### src/rtl/eth_port_tx.sv
// eth_port_tx: egress frame reader. Drains length-prefixed frames (header
// byte L followed by L payload bytes) from an eth_fifo read port and presents
// them on a byte-wide valid/ready transmit port with sof/eof markers and a
// programmable inter-frame gap.
//
// Optional feature macro: ETH_TX_FRAME_CNT_EN adds the tx_frame_cnt output,
// a wrapping 16-bit count of frames whose last byte was accepted.
//
// Read side: a 2-entry byte buffer plus one outstanding-read flag. A read is
// issued only when the buffer is guaranteed to have room for the returning
// byte, so the buffer never overflows and the FIFO latency (data valid the
// cycle after read_en) is hidden behind the buffer.

module eth_port_tx #(
    parameter int DATA_W = 8,
    parameter int IFG    = 12
) (
    input  logic              clk,
    input  logic              reset,
    input  logic              fifo_empty,
    output logic              fifo_rd_en,
    input  logic [DATA_W-1:0] fifo_data,
    output logic [DATA_W-1:0] tx_data,
    output logic              tx_valid,
    output logic              tx_sof,
    output logic              tx_eof,
    input  logic              tx_ready,
    output logic              busy
`ifdef ETH_TX_FRAME_CNT_EN
    ,
    output logic [15:0]       tx_frame_cnt
`endif
);

    // Gap counter must hold IFG; keep at least one bit when IFG is 0.
    localparam int GAP_W  = (IFG > 0) ? $clog2(IFG + 1) : 1;
    localparam bit GAP_EN = (IFG != 0);

    typedef enum logic [1:0] {
        S_IDLE = 2'd0,
        S_DATA = 2'd1,
        S_GAP  = 2'd2
    } state_t;

    // ------------------------------------------------------------------
    // Byte buffer and read-request bookkeeping
    // ------------------------------------------------------------------
    logic [DATA_W-1:0] r_buf [0:1];
    logic              r_head;
    logic              r_tail;
    logic [1:0]        r_occ;
    logic              r_pend;

    logic              w_pop;
    logic              w_push;
    logic              w_buf_nonempty;
    logic [DATA_W-1:0] w_head_byte;
    logic [2:0]        w_occ_after;

    assign w_push         = r_pend;
    assign w_buf_nonempty = (r_occ != 2'd0);
    assign w_head_byte    = r_buf[r_head];

    // Occupancy the buffer will have once this cycle's pop is applied and the
    // read already in flight lands; a new read is only safe below 2.
    assign w_occ_after = {1'b0, r_occ} + {2'b00, r_pend} - {2'b00, w_pop};
    assign fifo_rd_en  = !reset && !fifo_empty && (w_occ_after < 3'd2);

    // Buffer pointers, occupancy and pending-read flag; a byte returning in
    // the cycle reset is sampled is dropped because reset wins.
    always_ff @(posedge clk) begin
        if (reset) begin
            r_head <= 1'b0;
            r_tail <= 1'b0;
            r_occ  <= 2'd0;
            r_pend <= 1'b0;
        end else begin
            r_pend <= fifo_rd_en;
            if (w_push) begin
                r_tail <= ~r_tail;
            end
            if (w_pop) begin
                r_head <= ~r_head;
            end
            case ({w_push, w_pop})
                2'b10:   r_occ <= r_occ + 2'd1;
                2'b01:   r_occ <= r_occ - 2'd1;
                default: r_occ <= r_occ;
            endcase
        end
    end

    // Buffer storage: returning FIFO byte lands at the tail slot.
    always_ff @(posedge clk) begin
        if (reset) begin
            r_buf[0] <= '0;
            r_buf[1] <= '0;
        end else if (w_push) begin
            r_buf[r_tail] <= fifo_data;
        end
    end

    // ------------------------------------------------------------------
    // Frame state machine
    // ------------------------------------------------------------------
    state_t            r_state;
    state_t            w_state_next;
    logic [DATA_W-1:0] r_rem;
    logic [DATA_W-1:0] w_rem_next;
    logic              r_first;
    logic              w_first_next;
    logic [GAP_W-1:0]  r_gap_cnt;
    logic [GAP_W-1:0]  w_gap_next;
    logic              w_xfer;

    // State register together with the per-frame counters.
    always_ff @(posedge clk) begin
        if (reset) begin
            r_state   <= S_IDLE;
            r_rem     <= '0;
            r_first   <= 1'b0;
            r_gap_cnt <= '0;
        end else begin
            r_state   <= w_state_next;
            r_rem     <= w_rem_next;
            r_first   <= w_first_next;
            r_gap_cnt <= w_gap_next;
        end
    end

    // Next-state logic and transmit outputs; outputs are forced to zero
    // whenever no byte is being presented so idle cycles are clean.
    always_comb begin
        w_state_next = r_state;
        w_rem_next   = r_rem;
        w_first_next = r_first;
        w_gap_next   = r_gap_cnt;
        w_pop        = 1'b0;
        w_xfer       = 1'b0;
        tx_valid     = 1'b0;
        tx_data      = '0;
        tx_sof       = 1'b0;
        tx_eof       = 1'b0;

        case (r_state)
            S_IDLE: begin
                // Header byte: a zero length is swallowed and we keep looking.
                if (w_buf_nonempty) begin
                    w_pop      = 1'b1;
                    w_rem_next = w_head_byte;
                    if (w_head_byte != '0) begin
                        w_state_next = S_DATA;
                        w_first_next = 1'b1;
                    end
                end
            end

            S_DATA: begin
                // An empty buffer mid-frame just stalls; the frame is never cut.
                if (w_buf_nonempty) begin
                    tx_valid = 1'b1;
                    tx_data  = w_head_byte;
                    tx_sof   = r_first;
                    tx_eof   = (r_rem == DATA_W'(1));
                end
                w_xfer = w_buf_nonempty && tx_ready;
                if (w_xfer) begin
                    w_pop        = 1'b1;
                    w_rem_next   = r_rem - DATA_W'(1);
                    w_first_next = 1'b0;
                    if (r_rem == DATA_W'(1)) begin
                        if (GAP_EN) begin
                            w_state_next = S_GAP;
                            w_gap_next   = GAP_W'(IFG);
                        end else begin
                            w_state_next = S_IDLE;
                        end
                    end
                end
            end

            S_GAP: begin
                // Reads keep running here so the next header is prefetched.
                w_gap_next = r_gap_cnt - GAP_W'(1);
                if (r_gap_cnt <= GAP_W'(1)) begin
                    w_state_next = S_IDLE;
                end
            end

            default: begin
                w_state_next = S_IDLE;
            end
        endcase
    end

    assign busy = (r_state != S_IDLE);

`ifdef ETH_TX_FRAME_CNT_EN
    logic [15:0] r_frame_cnt;

    // Count frames whose last byte was accepted; wraps naturally.
    always_ff @(posedge clk) begin
        if (reset) begin
            r_frame_cnt <= 16'd0;
        end else if (w_xfer && tx_eof) begin
            r_frame_cnt <= r_frame_cnt + 16'd1;
        end
    end

    assign tx_frame_cnt = r_frame_cnt;
`endif

endmodule
### config.mk
export PLATFORM = sky130hd
export DESIGN_NAME = eth_port_tx
export DESIGN_NICKNAME = d
export VERILOG_FILES = /design/src/rtl/eth_port_tx.sv
export SDC_FILE = /design/constraint.sdc
export NUM_CORES = 1
export LEC_CHECK = 0
export CAP_MARGIN = 15
export CORE_MARGIN = 1.5
export CORE_UTILIZATION = 33
export CTS_CLUSTER_DIAMETER = 80
export DETAILED_ROUTE_END_ITERATION = 8
export PLACE_DENSITY = 0.59
export SYNTH_ARGS = -nofsm -noshare
export SYNTH_HDL_FRONTEND = slang
export SYNTH_SLANG_ARGS = --single-unit
export TNS_END_PERCENT = 100
### constraint.sdc
create_clock -name clk -period 3 [get_ports clk]
set_input_delay 0.6 -clock clk [delete_from_list [all_inputs] [get_ports clk]]
set_output_delay 0.6 -clock clk [all_outputs]
set_load 0.05 [all_outputs]
# ---- Word level (Yosys, flattened, before mapping)
# Memory sizes are Yosys's and may differ from the RTL's. A register that Yosys moved wholly into a read port is not among the register bits.
# Index checks and enable logic that the tools add are counted.
dict set report word_totals {
  register_bits 20
  ramBits 16
  output_inout_bits 13
  wordCells 83
  n_memories 1
}
dict set report classes {
  add_sub_neg 6
  order_cmp 2
  n_eq_ne 10
  n_mux 37
  n_bitwise 2
  reduce_logical 17
}
# name words width rd rd_ports_with_merged_regs write_ports line_no
set memory_table {}
lappend memory_table {r_buf 2 8 1 1 2 48} ;# logic [DATA_W-1:0] r_buf [0:1];
# cell n
set op_table {}
lappend op_table {{8-bit two-way mux} 5}
lappend op_table {{1-bit two-way mux} 19}
lappend op_table {{8-bit case mux with 2 select lines} 1}
lappend op_table {{2-bit two-way mux} 5}
lappend op_table {{2-bit inequality test, second input constant} 5}
lappend op_table {{2-bit nonzero test} 5}
lappend op_table {{8-bit by 1-bit == test with 1-bit output, second input constant} 1}
lappend op_table {{4-bit two-way mux} 2}
lappend op_table {{4-bit case mux with 2 select lines} 1}
lappend op_table {{8-bit nonzero test} 1}
lappend op_table {{8-bit OR reduction} 1}
lappend op_table {{8-bit by 1-bit subtractor with 8-bit output, second input constant} 1}
lappend op_table {{2-bit case mux with 3 select lines} 1}
lappend op_table {{3-bit AND reduction} 2}
lappend op_table {{5-bit AND reduction} 1}
lappend op_table {{2-bit by 1-bit == test with 1-bit output, second input constant} 2}
lappend op_table {{2-bit == test, second input constant} 2}
lappend op_table {{4-bit by 1-bit <= comparator with 1-bit output, second input constant} 1}
lappend op_table {{1-bit case mux with 2 select lines} 2}
lappend op_table {{2-bit case mux with 2 select lines} 1}
lappend op_table {{4-bit AND reduction} 1}
lappend op_table {{4-bit by 1-bit subtractor with 4-bit output, second input constant} 1}
lappend op_table {{2-bit by 1-bit adder with 3-bit output} 1}
lappend op_table {{1-bit logical AND} 3}
lappend op_table {{7 further kinds} 9}

# ---- Logic depth before layout (Yosys ltp)
# Gate-level depths: netlist of run 1.
dict set report depth {
  word_depth 7
  mapped_depth 9
  mapped_depth_nobuf 8
}

# ---- Worst setup path after synthesis of run 1
# No wires, ideal clock.
dict set report synth_timing {
  path_type {input port to output port}
  start {in tx_ready}
  end {out fifo_rd_en}
  arrival_time_ps 3869
  path_slack_ps -1469
  path_stages 9
  path_cell_list {nor2b_1 -> or3_1 -> buf_6 -> inv_2 -> ha_1 -> or2b_1 -> fa_1 -> xor2_1 -> nor4b_1}
}
dict set report synth_via {
  elab_chain_len 6
}
# item line_no
set synth_lines {}
lappend synth_lines {{start, declared} 27} ;# input logic tx_ready,
lappend synth_lines {{1-bit logical AND} 166} ;# w_xfer = w_buf_nonempty && tx_ready;
lappend synth_lines {{1-bit two-way mux} 167} ;# if (w_xfer) begin
lappend synth_lines {{1-bit case mux with 2 select lines} 145} ;# case (r_state)
lappend synth_lines {{via w_pop} 54} ;# logic w_pop;
lappend synth_lines {{3-bit by 1-bit subtractor with 3-bit output} 66} ;# assign w_occ_after = {1'b0, r_occ} + {2'b00, r_pend} - {2'b00, w_pop};
lappend synth_lines {{3-bit by 2-bit less-than comparator with 1-bit output} 67} ;# assign fifo_rd_en = !reset && !fifo_empty && (w_occ_after < 3'd2);
lappend synth_lines {{1-bit logical AND} 67}
lappend synth_lines {{end, declared} 21} ;# output logic fifo_rd_en,
# The timed path passes the listed nets, and every way through them passes these cells.

# ---- Worst setup path in the final report of run 1
dict set report layout_timing {
  start {reg r_occ[1]}
  end {out fifo_rd_en}
}
dict set report layout_via {
  elab_chain_len 7
  word_cells_on_any_way 9
  cone_classes {add/sub: 2; order compare: 1; mux: 3; reduce/logical: 3}
}
# item line_no
set layout_lines {}
lappend layout_lines {{start, declared} 51} ;# logic [1:0] r_occ;
lappend layout_lines {{start signal, assigned} 86} ;# 2'b10: r_occ <= r_occ + 2'd1;
lappend layout_lines {{start signal, assigned} 87} ;# 2'b01: r_occ <= r_occ - 2'd1;
lappend layout_lines {{start signal, assigned} 88} ;# default: r_occ <= r_occ;
lappend layout_lines {{2-bit nonzero test *} 61} ;# assign w_buf_nonempty = (r_occ != 2'd0);
lappend layout_lines {{1-bit logical AND} 166}
lappend layout_lines {{1-bit two-way mux} 167}
lappend layout_lines {{1-bit case mux with 2 select lines *} 145}
lappend layout_lines {{via w_pop} 54}
lappend layout_lines {{3-bit by 1-bit subtractor with 3-bit output *} 66}
lappend layout_lines {{3-bit by 2-bit less-than comparator with 1-bit output *} 67}
lappend layout_lines {{1-bit logical AND *} 67}
# Mark *: on every way through the listed nets, which the timed path passes. The rest lies on a longest branch.

==> flow_summary.rst, run 1 <==
.. list-table::
   :header-rows: 1

   * - Metric
     - Value
   * - Result of the run
     - finished with violations
   * - Failing checks
     - negative setup slack
   * - Required arrival time at the worst endpoint
     - between 2 and 2.5 ns
   * - Via-to-Cell Ratio
     - 5.00
   * - Antenna diodes
     - 0
   * - Place WS
     - -0.646 ns
   * - Number of global-route vias before repair
     - about 1.5k
   * - Area overhead of the layout relative to synthesis
     - 34.8%
   * - Max-cap viol count
     - 0
   * - Number of different library cells in the post-synthesis netlist
     - 47
   * - Pin count of the biggest net entering global routing
     - 21
   * - CTS tree
     - built
   * - Routed vias
     - 1551
   * - Floorplan row count
     - 27
   * - Total power
     - 2.26 mW
   * - Wire length of the first global-routing pass
     - roughly 7300 um
   * - GP Congestion
     - 0.829
   * - Vert. Die Dim
     - 79.5 um
   * - Library cell used as clock root buffer
     - sky130_fd_sc_hd__clkbuf_8
   * - Type of the most critical hold path
     - flip-flop to flip-flop
   * - Final std cells w/o fill
     - slightly above 300
   * - Layout Skew
     - 0.00544 ns
   * - Final nets
     - 256
   * - Global router's overall resource usage
     - between 10% and 20%
   * - Initial core utilization
     - 34.7%
   * - Number of cells traversed by the worst hold path
     - 2
   * - Sum of routed wire length over all layers
     - 4080 um
   * - Routed WL per cell
     - 13.2 um
   * - Clock buffer count from CTS
     - 5
   * - Final count of hold timing violations
     - 0
   * - Timing-limited maximum frequency
     - approximately 310 MHz
   * - Max-slew violation count
     - 0
   * - Nets in the synthesized netlist
     - 220
   * - Proportion of synthesized flip-flops having asynchronous set or reset
     - 0%
   * - Setup repair after global routing missed its margin
     - true
   * - Critical Setup Path Class
     - flip-flop to output port
   * - Transition at the pin with the smallest max-transition slack
     - a little over 0.6 ns
   * - Clock latency at the later pin of the worst-skew pair
     - roughly 0.28 ns
   * - PnR worst setup slack
     - -0.176 ns
   * - Register area share after synthesis
     - 46.6%
   * - Inst Count DP
     - 299
   * - Main synth FF type
     - sky130_fd_sc_hd__dfxtp_1
   * - Reg clk slew, reported paths
     - ~0.07 ns
   * - Detail Route met2 WL
     - 2130 um
   * - Clock net sink count
     - 37
   * - Hold Slack
     - 0.500 ns
   * - Highest ir drop seen on vdd
     - 0.000442 V
   * - Pwr Density
     - 867 nW/um^2
   * - CTS Hold Bufs
     - 0
   * - Uppermost layer routed
     - met4
   * - Top post-synthesis cells by area
     - sky130_fd_sc_hd__edfxtp_1 25%, sky130_fd_sc_hd__dfxtp_1 22%, sky130_fd_sc_hd__and2_1 5.5%
   * - Met1 Routed Length
     - 1760 um
   * - H-Tree Level Count
     - 2
   * - Reg2Reg Depth
     - 8
   * - Number of buffers between clock root and the deepest sink
     - 2
   * - Die ar.
     - 6330 sq um
   * - Top-area cell type share of the netlist area
     - between 20% and 30%
   * - Post-synthesis sequential element count
     - 37
   * - Initial antenna violation count
     - 0
   * - Detail Route Antenna Nets
     - 0
   * - Arrival time at the worst endpoint
     - 2.58 ns
   * - Area of the mapped netlist
     - 1930 sq um
   * - Width of the die
     - 79.5 um
   * - First-pass detailed-route iteration total
     - 4
   * - Count of unresolved DRC violations after routing
     - 0
   * - Total setup violations reported at the end of the flow
     - 1
   * - Synth cell count leaders
     - 21 x sky130_fd_sc_hd__dfxtp_1, 21 x sky130_fd_sc_hd__nor2_1, 17 x sky130_fd_sc_hd__and2_1, 16 x sky130_fd_sc_hd__edfxtp_1, 14 x sky130_fd_sc_hd__a21oi_1
   * - Critical Path Start Type
     - flip-flop
   * - Cell accounting for the most synthesized area
     - sky130_fd_sc_hd__edfxtp_1
   * - Routed wire length on met3
     - 181 um
   * - Number of port buffers
     - 24
   * - Leakage power
     - 0.991 nW
   * - Final critical path time including I/O delays and setup
     - between 3 and 4 ns
   * - Crit end category
     - output port
   * - Drt first-iter violations
     - 109
   * - Maximum fanout count along the critical path
     - 3
   * - Cell count after synthesis
     - 201
   * - Number of warnings reported in the yosys synthesis log
     - 0
   * - Overall overflow remaining after global route
     - 0
   * - Num ports
     - 25
   * - Crit share post-route
     - 106%
   * - Post-synthesis area per instance
     - 9.62 sq um
   * - Placeable core region
     - about 5600 sq um
   * - HPWL after detailed placement
     - 3060 um
   * - Headroom to the max-slew limit
     - 58.1%
   * - Share of layout cells above drive strength 1
     - 21.4%
   * - Post-synth EDFFs
     - 16
==> state kept, by name (all words and copies together) (netlist names), named ones only <==
name,flops
r_first,1
r_head,1
r_rem,8
r_occ,2
r_gap_cnt,4
r_pend,1
r_buf,16
r_state,2
r_tail,1
==> routing by layer <==
metal | up-vias | global-route usage [%]
li1 | 787 | -
met1 | 728 | 18.6
met3 | 2 | 2.74
met5 | - | 0
met2 | 34 | 24.8
met4 | 0 | 3.33
==> through the flow <==
stage	utilization (%)	TNS, ns	area [sq um]
finish	46.8	-0.176	2610
global route	46.8	-0.263	2610
global placement	44.2	-0.636	2460
CTS	46.0	-0.274	2570
floorplan	-	-0.373	1980
detailed placement	44.2	-0.646	2460
==> worst max-delay path, stage by stage (launching register included) <==
cell and delay, ns:
sky130_fd_sc_hd__dfxtp_2 0.35, sky130_fd_sc_hd__nor2_4 0.05, sky130_fd_sc_hd__or3_4 0.38, sky130_fd_sc_hd__clkinv_4 0.06, sky130_fd_sc_hd__ha_4 0.19, sky130_fd_sc_hd__or2b_1 0.23
sky130_fd_sc_hd__fa_2 0.38, sky130_fd_sc_hd__xor2_4 0.18, sky130_fd_sc_hd__nor4b_4 0.30, sky130_fd_sc_hd__buf_12 0.18
==> path summary, 6_finish.rpt <==
kind              startpoint         end  slack (ns)
setup reg to reg    r_occ[1]      r_pend        0.84
setup / recovery    r_occ[1]  fifo_rd_en       -0.18
hold / removal      r_rem[5]    r_rem[5]        0.50
hold reg to reg     r_rem[5]    r_rem[5]        0.50
==> logic make-up after synthesis <==
logic type      Yosys count  share of synthesized area, %
simple gates             88                          25.7
fa+ha+maj                 7                          4.92
mux                       8                          4.14
flops                    37                          46.6
buf+inv                  17                          3.75
compound gates           37                          11.7
xor+xnor                  7                          3.17
==> layout by cell type, fill, tap and decap left out, types with 5 or more instances in the layout <==
| cell | synthesis | layout |
|---|---|---|
| sky130_fd_sc_hd__inv_1 | 8 | 8 |
| sky130_fd_sc_hd__ha_1 | 6 | 5 |
| sky130_fd_sc_hd__o21ai_0 | 9 | 9 |
| sky130_fd_sc_hd__clkbuf_8 | 0 | 6 |
| sky130_fd_sc_hd__buf_12 | 0 | 12 |
| sky130_fd_sc_hd__mux2i_1 | 8 | 8 |
| sky130_fd_sc_hd__buf_4 | 0 | 12 |
| sky130_fd_sc_hd__dfxtp_1 | 21 | 18 |
| sky130_fd_sc_hd__clkdlybuf4s50_1 | 0 | 11 |
| sky130_fd_sc_hd__a21oi_1 | 14 | 14 |
| sky130_fd_sc_hd__nor2_1 | 21 | 21 |
| sky130_fd_sc_hd__nand2_1 | 10 | 10 |
| sky130_fd_sc_hd__and2_1 | 17 | 17 |
| sky130_fd_sc_hd__nor3_1 | 7 | 7 |
| sky130_fd_sc_hd__edfxtp_1 | 16 | 16 |
==> final cells by class <==
cell class / instances / area [sq um]
timing repair buffer: 37 / 457
clock buffer: 8 / 90.1
multi-input combinational: 147 / 1030
inverter: 9 / 38.8
sequential: 37 / 905
fill: 541 / 2970
tap: 72 / 90.1
==> repair_timing <==
item | in CTS | in global routing
resized for setup | 6 | 8
endpoints found under the setup margin | 1 | 1
hold endpoints to repair | 0 | 0
setup buffers | 1 | 1
pin swaps | 5 | 5
==> report_power, final <==
part	total (mW)	switching [mW]	internal, mW
clock network	0.354	0.167	0.187
logic	1.15	0.600	0.555
registers	0.750	0.112	0.638
(Power assumes the default switching activity.)
==> inputs of run 2 (changes only) <==
TNS_END_PERCENT = default   (was 100)
==> results of run 2 <==
Same layout as run 1: the final DEF is identical, and so are final timing and power.
==> inputs of run 3 (changes only) <==
ABC_AREA = 1   (was default)
==> flow_summary.rst, run 3 <==
.. list-table::
   :header-rows: 1

   * - Metric
     - Value
   * - Largest regs
     - r_buf (16), r_rem (8), r_gap_cnt (4)
   * - Initial core utilization
     - 34.2% (-0.45 points)
   * - Total internal power
     - 1.44 mW (+4.1%)
   * - Leakage power
     - 1.14 nW (+15%)
   * - Max-slew violation count
     - 0 (unchanged)
   * - Total of fill cells in the finished design
     - 614 (+13%)
   * - Pwr Density
     - 1010 nW/um^2 (+17%)
   * - Max-cap viol count
     - 0 (unchanged)
   * - Sum of routed wire length over all layers
     - 4240 um (+3.7%)
   * - Critical Path Start Type
     - input pin
   * - Reg clk slew, reported paths
     - 0.08 ns (about the same)
   * - Highest ir drop seen on vdd
     - 0.000684 V (+55%)
   * - Clock buffer count from CTS
     - 5 (unchanged)
   * - Place WS
     - -0.554 ns (+0.0921 ns)
   * - Cell accounting for the most synthesized area
     - sky130_fd_sc_hd__edfxtp_1
   * - Library cell used as clock root buffer
     - sky130_fd_sc_hd__clkbuf_8
   * - Area overhead of the layout relative to synthesis
     - 26.8%
   * - Drt first-iter violations
     - 77 (-29%)
   * - Overall overflow remaining after global route
     - 0 (unchanged)
   * - Proportion of synthesized flip-flops having asynchronous set or reset
     - 0% (unchanged)
   * - Setup_tns
     - 0 ns (+0.176 ns)
   * - Part of the power in combinational logic
     - 53.7% (+2.6 points)
   * - Placeable core region
     - 5920 sq um (+6.2%)
   * - Die ar.
     - 6620 sq um (+4.7%)
   * - Crit share post-route
     - 99.5% (-6.3 points)
   * - CTS tree
     - built
   * - Net Sw Power
     - 1.17 mW (+33%)
   * - Layout Skew
     - 0.00689 ns (+0.00145 ns)
   * - Main synth FF type
     - sky130_fd_sc_hd__dfxtp_1
   * - Required arrival time at the worst endpoint
     - 2.40 ns (about the same)
   * - Floorplan row count
     - 28 (+3.7%)
   * - GP Congestion
     - 0.848 (+2.3%)
   * - Headroom to the max-slew limit
     - 66.9% (+8.8 points)
   * - Number of port buffers
     - 24 (unchanged)
   * - Num ports
     - 25 (unchanged)
   * - Global router's overall resource usage
     - 14.0% (-0.45 points)
   * - Biggest register
     - r_buf
   * - Final count of hold timing violations
     - 0 (unchanged)
   * - Result of the run
     - finished, final reports clean
   * - Timing-limited maximum frequency
     - 335 MHz (+6.4%)
   * - Flip-flop count of the largest register after layout
     - 16 (unchanged)
   * - PnR worst setup slack
     - 0.0140 ns (+0.190 ns)
   * - Count of unresolved DRC violations after routing
     - 0 (unchanged)
   * - Share of layout cells above drive strength 1
     - 16.8% (-4.7 points)
   * - Nets in the synthesized netlist
     - 289 (+31%)
   * - Clock latency at the later pin of the worst-skew pair
     - 0.29 ns (about the same)
   * - Top post-synthesis cells by area
     - sky130_fd_sc_hd__edfxtp_1 24%, sky130_fd_sc_hd__dfxtp_1 21%, sky130_fd_sc_hd__nand2_1 12%
   * - Clock net sink count
     - 37 (unchanged)
   * - Register area share after synthesis
     - 44.4% (-2.2 points)
   * - Wire length of the first global-routing pass
     - 6820 um (-6.0%)
   * - Pin count of the biggest net entering global routing
     - 14 (-33%)
   * - Post-Layout Inst Area
     - 2570 sq um (-1.4%)
   * - Detail Route Antenna Nets
     - 0 (unchanged)
   * - Clock power share
     - 16.3% (+0.6 points)
   * - Arrival time at the worst endpoint
     - 2.39 ns (-0.19 ns)
   * - Number of global-route vias before repair
     - 1505 (-2.0%)
   * - Most common cell after layout, fill and taps aside
     - sky130_fd_sc_hd__nand2_1
   * - Cell with the most instances after synthesis
     - sky130_fd_sc_hd__nand2_1
   * - Routed WL per cell
     - 11.2 um (-15%)
   * - Crit end category
     - output port
   * - Total setup violations reported at the end of the flow
     - 0 (-1)
   * - Leading cell types in the layout, fill and taps excluded
     - 64 x sky130_fd_sc_hd__nand2_1, 41 x sky130_fd_sc_hd__nor2_1, 38 x sky130_fd_sc_hd__inv_1
   * - Type of the most critical hold path
     - flip-flop to flip-flop
   * - Via-to-Cell Ratio
     - 4.48 (-10%)
   * - Maximum fanout count along the critical path
     - 2 (-1)
   * - Top-area cell type share of the netlist area
     - 23.7% (-1.2 points)
   * - First-pass detailed-route iteration total
     - 4 (unchanged)
   * - Cell count after synthesis
     - 270 (+34%)
   * - Number of buffers between clock root and the deepest sink
     - 2 (unchanged)
   * - Final critical path time including I/O delays and setup
     - 2.99 ns (-0.190 ns)
   * - Number of warnings reported in the yosys synthesis log
     - 0 (unchanged)
   * - Number of different library cells in the post-synthesis netlist
     - 28 (-40%)
   * - Synth cell count leaders
     - 64 x sky130_fd_sc_hd__nand2_1, 43 x sky130_fd_sc_hd__inv_1, 42 x sky130_fd_sc_hd__nor2_1, 22 x sky130_fd_sc_hd__a21oi_1, 21 x sky130_fd_sc_hd__dfxtp_1
   * - Post-synthesis sequential element count
     - 37 (unchanged)
   * - Post-synthesis area per instance
     - 7.51 sq um (-22%)
   * - Final nets
     - 322 (+26%)
   * - Post-synth EDFFs
     - 16 (unchanged)
   * - Number of buffers added for setup after CTS
     - 0 (-1)
   * - Total power
     - 2.61 mW (+15%)
   * - Width of the die
     - 81.4 um (+2.3%)
   * - Critical Setup Path Class
     - input pin to output port
   * - Register area
     - 908 sq um (+0.41%)
   * - Placed Instance Area
     - 2410 sq um (-2.0%)
   * - Vert. Die Dim
     - 81.4 um (+2.3%)
   * - HPWL after detailed placement
     - 3060 um (about the same)
   * - Switching part of the total
     - 44.9% (+6.0 points)
   * - Setup repair after global routing missed its margin
     - true
   * - Area of the mapped netlist
     - 2030 sq um (+4.9%)
   * - Routed vias
     - 1698 (+9.5%)
   * - H-Tree Level Count
     - 2 (unchanged)
   * - Area taken by multi-input logic gates
     - 962 sq um (-6.2%)
   * - Initial antenna violation count
     - 0 (unchanged)
   * - Sequential share of power
     - 30.0% (-3.2 points)
   * - Antenna diodes
     - 0 (unchanged)
   * - Transition at the pin with the smallest max-transition slack
     - 0.494 ns (-0.118 ns)
## run 3: cell count changes in the layout (fill, tap and decap cells not counted), moves of 6 or more
cell,before,now
sky130_fd_sc_hd__nand3_1,4,10
sky130_fd_sc_hd__nor3_1,7,0
sky130_fd_sc_hd__clkdlybuf4s50_1,11,18
sky130_fd_sc_hd__buf_12,12,1
sky130_fd_sc_hd__inv_2,0,6
sky130_fd_sc_hd__a21oi_1,14,22
sky130_fd_sc_hd__inv_1,8,38
sky130_fd_sc_hd__and2_1,17,0
sky130_fd_sc_hd__nand2_1,10,64
sky130_fd_sc_hd__nor2_1,21,41
sky130_fd_sc_hd__mux2i_1,8,0
## run 3: layer usage
metal  GRT usage (%)  up-vias  share of wire (%)
met2            22.3       22                 46
met1            18.0      760                 50
met3            3.82        8                3.2
met5               0        -                  0
met4            5.17        0                1.6
li1                -      908                  -
## run 3: cell families after synthesis
logic type / after synthesis / synth area share (%)
fa+ha+maj: 7 / 4.69
xor+xnor: 6 / 2.59
compound gates: 37 / 10.0
simple gates: 130 / 27.2
flops: 37 / 44.4
buf+inv: 53 / 11.0
## run 3: through the flow
stage               instances  hold slack (ns)  utilization, %
floorplan                 270            0.425               -
global placement          371            0.438            40.8
detailed placement        371            0.449            40.8
CTS                       379            0.461            42.9
global route              379            0.503            43.4
finish                    379            0.464            43.4
## run 3: path summary, 6_finish.rpt
check	start	slack, ns	endpoint	cells after the start
min	r_head	0.46	r_head	1
min reg2reg	r_head	0.46	r_head	1
max reg2reg	r_occ[1]	1.14	r_pend	10
max	tx_ready	0.01	fifo_rd_en	12
## run 3: worst max-delay path, stage by stage
cell and delay (ns):
sky130_fd_sc_hd__buf_8 0.09, sky130_fd_sc_hd__inv_12 0.03, sky130_fd_sc_hd__a21oi_4 0.10, sky130_fd_sc_hd__nand2_2 0.07, sky130_fd_sc_hd__inv_2 0.07, sky130_fd_sc_hd__ha_4 0.20
sky130_fd_sc_hd__nor2_4 0.10, sky130_fd_sc_hd__inv_2 0.05, sky130_fd_sc_hd__fa_2 0.53, sky130_fd_sc_hd__inv_2 0.05, sky130_fd_sc_hd__nor4_4 0.32, sky130_fd_sc_hd__buf_12 0.18
## run 3: area by class of cell
cell class	instances	share of cell area [%]
multi-input combinational	180	37.4
sequential	37	35.3
timing repair buffer	32	11.9
inverter	47	7.55
tap	75	3.65
clock buffer	6	2.82
clock inverter	2	1.31
## run 3: power groups by stage
stage	Combinational (mW)	Sequential, mW	Clock [mW]
after floorplan	1.04	0.736	0
after global placement	1.32	0.772	0
after detailed placement	1.33	0.775	0
after CTS	1.37	0.775	0.427
after global routing	1.58	0.802	0.450
final	1.40	0.782	0.425
## run 3: repair_timing
action	in CTS	in global routing
resized for setup	13	11
hold buffers	0	0
endpoints found under the setup margin	1	1
pin swaps	3	6
